[src/rtl/interboard_receiver.sv]
// Receive side of the inter-board link: 4-phase Request/Ack handshake, two 6-bit beats
// per message, delivered to the game FSM as a one-cycle strobe with held type/number.
module interboard_receiver #(
  parameter int TIMEOUT     = 1_000_000,
  parameter int SYNC_STAGES = 2
) (
  input  logic       clk,
  input  logic       rst,
  input  logic       Request_in,
  input  logic [5:0] inter_data_in,
  output logic       Ack_out,
  output logic       interboard_en,
  output logic [2:0] interboard_msg_type,
  output logic [4:0] interboard_number,
  output logic       interboard_rst,
  output logic       link_err
);

  localparam int CNT_W = (TIMEOUT > 1) ? $clog2(TIMEOUT) : 1;
  localparam logic [CNT_W-1:0] CNT_MAX = CNT_W'(TIMEOUT - 1);
  localparam logic [2:0] TYPE_RESET = 3'b111;

  typedef enum logic [2:0] {SYNC, WAIT_B0, ACK_B0, WAIT_B1, ACK_B1} state_t;

  state_t                 state, state_nxt;
  logic [SYNC_STAGES-1:0] sync_p0;
  logic [SYNC_STAGES-1:0] fill_p0;
  logic                   req_s;
  logic                   tag;
  logic                   drop, drop_nxt;
  logic [CNT_W-1:0]       cnt;
  logic                   timed_out;
  logic [2:0]             type_l;
  logic [1:0]             num_hi;
  logic                   latch_b0, deliver, deliver_rst, err;

  // Request synchronizer; fill_p0 marks when the chain holds only post-reset samples,
  // so a request already high at reset release cannot slip through as a fresh low.
  always_ff @(posedge clk or posedge rst) begin
    if (rst) begin
      sync_p0 <= '0;
      fill_p0 <= '0;
    end else begin
      sync_p0 <= {sync_p0[SYNC_STAGES-2:0], Request_in};
      fill_p0 <= {fill_p0[SYNC_STAGES-2:0], 1'b1};
    end
  end

  assign req_s     = sync_p0[SYNC_STAGES-1];
  assign tag       = inter_data_in[5];
  assign timed_out = (cnt == CNT_MAX);

  always_ff @(posedge clk or posedge rst) begin
    if (rst) state <= SYNC;
    else     state <= state_nxt;
  end

  always_comb begin
    state_nxt = state;
    case (state)
      SYNC:    if (fill_p0[SYNC_STAGES-1] && !req_s) state_nxt = WAIT_B0;
      WAIT_B0: if (req_s) state_nxt = ACK_B0;
      ACK_B0:  if (!req_s) state_nxt = drop ? WAIT_B0 : WAIT_B1;
      WAIT_B1: begin
        if (req_s)          state_nxt = tag ? ACK_B1 : ACK_B0;
        else if (timed_out) state_nxt = WAIT_B0;
      end
      ACK_B1:  if (!req_s) state_nxt = WAIT_B0;
      default: state_nxt = SYNC;
    endcase
  end

  always_comb begin
    latch_b0    = 1'b0;
    deliver     = 1'b0;
    deliver_rst = 1'b0;
    err         = 1'b0;
    drop_nxt    = drop;
    if (state == WAIT_B0 && req_s) begin
      latch_b0 = !tag;
      err      = tag;
      drop_nxt = tag;
    end
    if (state == WAIT_B1) begin
      if (req_s && tag) begin
        deliver     = (type_l != TYPE_RESET);
        deliver_rst = (type_l == TYPE_RESET);
      end else if (req_s) begin
        latch_b0 = 1'b1;
        err      = 1'b1;
        drop_nxt = 1'b0;
      end else begin
        err = timed_out;
      end
    end
  end

  // Registered outputs and control
  always_ff @(posedge clk or posedge rst) begin
    if (rst) begin
      drop                <= 1'b0;
      cnt                 <= '0;
      Ack_out             <= 1'b0;
      interboard_en       <= 1'b0;
      interboard_rst      <= 1'b0;
      link_err            <= 1'b0;
      interboard_msg_type <= '0;
      interboard_number   <= '0;
    end else begin
      drop           <= drop_nxt;
      Ack_out        <= (state_nxt == ACK_B0) || (state_nxt == ACK_B1);
      interboard_en  <= deliver;
      interboard_rst <= deliver_rst;
      link_err       <= err;
      if (state != WAIT_B1)  cnt <= '0;
      else if (!timed_out)   cnt <= cnt + 1'b1;
      if (deliver) begin
        interboard_msg_type <= type_l;
        interboard_number   <= {num_hi, inter_data_in[2:0]};
      end
    end
  end

  always_ff @(posedge clk) begin
    if (latch_b0) begin
      type_l <= inter_data_in[4:2];
      num_hi <= inter_data_in[1:0];
    end
  end

endmodule

[config.mk]
export PLATFORM = sky130hd
export DESIGN_NAME = interboard_receiver
export DESIGN_NICKNAME = d
export VERILOG_FILES = /design/src/rtl/interboard_receiver.sv
export SDC_FILE = /design/constraint.sdc
export NUM_CORES = 1
export LEC_CHECK = 0
export CAP_MARGIN = 20
export CORE_ASPECT_RATIO = 1.4
export CORE_MARGIN = 2
export CORE_UTILIZATION = 30
export CTS_BUF_LIST = sky130_fd_sc_hd__clkbuf_8
export DETAILED_ROUTE_END_ITERATION = 10
export HOLD_SLACK_MARGIN = 0.03
export PLACE_DENSITY = 0.59
export SYNTH_ARGS = -nofsm -noshare
export SYNTH_HDL_FRONTEND = slang
export SYNTH_SLANG_ARGS = --single-unit
[constraint.sdc]
create_clock -name clk -period 4.9 [get_ports clk]
set_input_delay 1.47 -clock clk [delete_from_list [all_inputs] [get_ports clk]]
set_output_delay 1.47 -clock clk [all_outputs]
set_load 0.02 [all_outputs]
==> metrics <==
row count 34; Synth area leader dfrtp_1; root buffer cell clkbuf_8; slew margin rel. around 55%; TritonCTS clock tree yes; clock-pin transition on the worst setup and hold timing paths approximately 0.090 ns; Non-Filler Instances 270; Core Util, Final between 30% and 40%; number of max-cap violations 0; Area Overhead vs Synth 19.1%; clock sink count 45; slew of the pin with the lowest slew margin slightly below 0.7 ns; Ports 21; outcome complete, no violations; first-pass GRT wire length roughly 6300 µm; # DRC 0; most common cell after layout, fill and taps aside dfrtp_1; top cells by area, synth dfrtp_1 (51%), edfxtp_1 (7.7%), mux2_2 (3.5%); vias per inst 5.30; Final nets around 210; Worst Path Arrival between 3 and 4 ns; final setup TNS 0 ns; H-tree depth 2; Syn Area/Cell roughly 11 µm²; Worst Skew about 0.0085 ns; GRT overflow 0; # setup viols final 0; Tmin final 3.08 ns; postcts setup bufs 0; Slew Viols, Final 0; worst-skew pair later-pin latency roughly 0.30 ns; vias in the first global route 1377; Horiz. Die Dim 72.3 µm; total chip power about 930 µW; Post-CTS Resized 0; Cells after DPL 262; core footprint approximately 6300 µm²; gr usage total between 10% and 20%; Num CTS Buffers 5; Tcrit/Tclk final 62.8%; DR WL/cell between 10 and 15 µm; crit end category flop; Initial Utilization a little under a third; min-delay src sync_p0[0]$_DFF_PP0_; Mapped Nets ~190; via count ~1400; GP Congestion approximately 0.78; Netlist Area Pre-Place 1960 µm²; largest net degree at the start of global routing a little over 40; DRT antenna net count 0; Worst R2R Start state[2]$_DFF_PP0_; Hold/Removal Path Class reg2reg; Total Wirelength approximately 3800 µm; max frequency roughly 320 MHz; Peak VDD IR between 100 and 150 µV; die height between 90 and 100 µm; commonest non-fill, non-tap cells in the layout dfrtp_1 (40), clkdlybuf4s50_1 (20), nor2_1 (14); Post-CTS Hold Buffers 0; sequential share of the synthesized area approximately 59%; Setup crit start kind primary input; critical-path maximum fanout 9; Pleak ~0.91 nW; Seq cells post-synth between 40 and 50; Clock Path Buffers 2; RSZ-0062 raised after global routing false; DR iter-0 viols 38; share of cells above drive strength 1 under 10%; required time worst endpoint 5.09 ns; DIE AREA roughly 7000 µm²; CP Launch Point inter_data_in[5]; Power Density about 400 nW/µm²; antenna violations before repair 0; Yosys top cell area share between 50% and 60%; final hold viol count 0; drt pass-1 iters 4; fillers around 620; Cells after Synth between 150 and 200; placed wire-length estimate roughly 2600 µm; Ant. Diodes 0; final hold slack 0.354 ns; YS warnings 0; Yosys cell types 43; critical path class in2reg; IO buf count 20
[sequential cells by signal (all words and copies together) (netlist names), 2 cells and up]
name                 flops
interboard_msg_type      3
state                    3
num_hi                   2
fill_p0                  2
sync_p0                  2
type_l                   3
interboard_number        5
cnt                     20
[area by class of cell]
type | count | area, µm² | area share (%)
clock inverters | 3 | 38.8 | 1.66
flip-flops and latches | 45 | 1150 | 49.4
clock buffers | 5 | 68.8 | 2.95
multi-input cells | 118 | 753 | 32.3
inverters | 6 | 22.5 | 0.966
repair buffers | 21 | 208 | 8.91
well taps | 72 | 90.1 | 3.86
[logic make-up after synthesis]
family | count (synthesis) | share of synthesized area [%]
AND/OR/NAND/NOR | 71 | 19.9
flip-flops | 45 | 58.8
AO/OA/AOI/OAI | 29 | 9.65
buffers and inverters | 14 | 2.75
XOR/XNOR | 8 | 3.58
multiplexers | 8 | 4.47
adder cells (fa/ha/maj) | 1 | 0.639
other | 1 | 0.192
[metrics by stage]
step                      instance area (µm²)  setup WS [ns]
after detailed placement                 2220           1.46
after CTS                                2330           1.80
after floorplan                          1960           2.42
after global routing                     2330           1.64
after global placement                   2220           1.55
final                                    2330           1.82
[Yosys cell counts]
library cell and count:
a21oi_1 8, a21o_1 1, nand3_1 8, nor4b_1 1, and2_1 2, buf_2 1
or4_1 3, conb_1 1, xor2_1 2, nand4_1 2, nor3b_1 1, ha_1 1
mux2_2 6, and2b_1 1, nor2b_1 2, o31ai_1 2, nor4_1 7, inv_1 6
o22ai_1 1, nor3_1 7, nor2_1 14, or3_1 2, nand3_2 1, edfxtp_1 5
o41ai_1 2, o22a_1 3, a31oi_1 3, nand4_2 1, clkbuf_1 7, dfrtp_1 40
nor4bb_1 1, mux2i_1 2, a32oi_1 1, o21a_1 1, a31o_2 1, a211oi_1 1
nand2_1 11, xnor2_1 6, or2_1 1, and3_1 3, nand4b_1 2, nand2b_1 1
o21ai_0 5
[report_power, final]
part | total (mW) | switching (mW) | internal [mW]
logic | 0.201 | 0.0975 | 0.104
registers | 0.456 | 0.0314 | 0.425
clock network | 0.273 | 0.124 | 0.149
[per-layer routing]
metal	part of all wire, %	vias to the layer above	track usage (%)	routed length [µm]
met5	0	-	0	0
met4	5.6	0	7.84	211
met3	5.4	12	2.84	204
met2	48	53	18.6	1800
met1	41	691	12.5	1540
li1	-	675	-	-
[worst max-delay path, stage by stage]
cell	delay, ns
clkdlybuf4s50_1	0.59
nand4_1	0.20
nor2b_1	0.59
mux2_2	0.41
[path summary, 6_finish.rpt]
kind | end | slack [ns] | depth (start not counted)
max in group asynchronous | cnt[15]$_DFFE_PP0P_ | 2.93 | 3
worst max register to register | interboard_number[3]$_DFFE_PP0P_ | 2.85 | 4
min in group asynchronous | interboard_number[0]$_DFFE_PP0P_ | 1.58 | 3
worst max-delay path | interboard_number[3]$_DFFE_PP0P_ | 1.82 | 4
worst min register to register | sync_p0[1]$_DFF_PP0_ | 0.35 | 0
worst min-delay path | sync_p0[1]$_DFF_PP0_ | 0.35 | 0
Note: power is estimated with default switching activity, not from simulation.
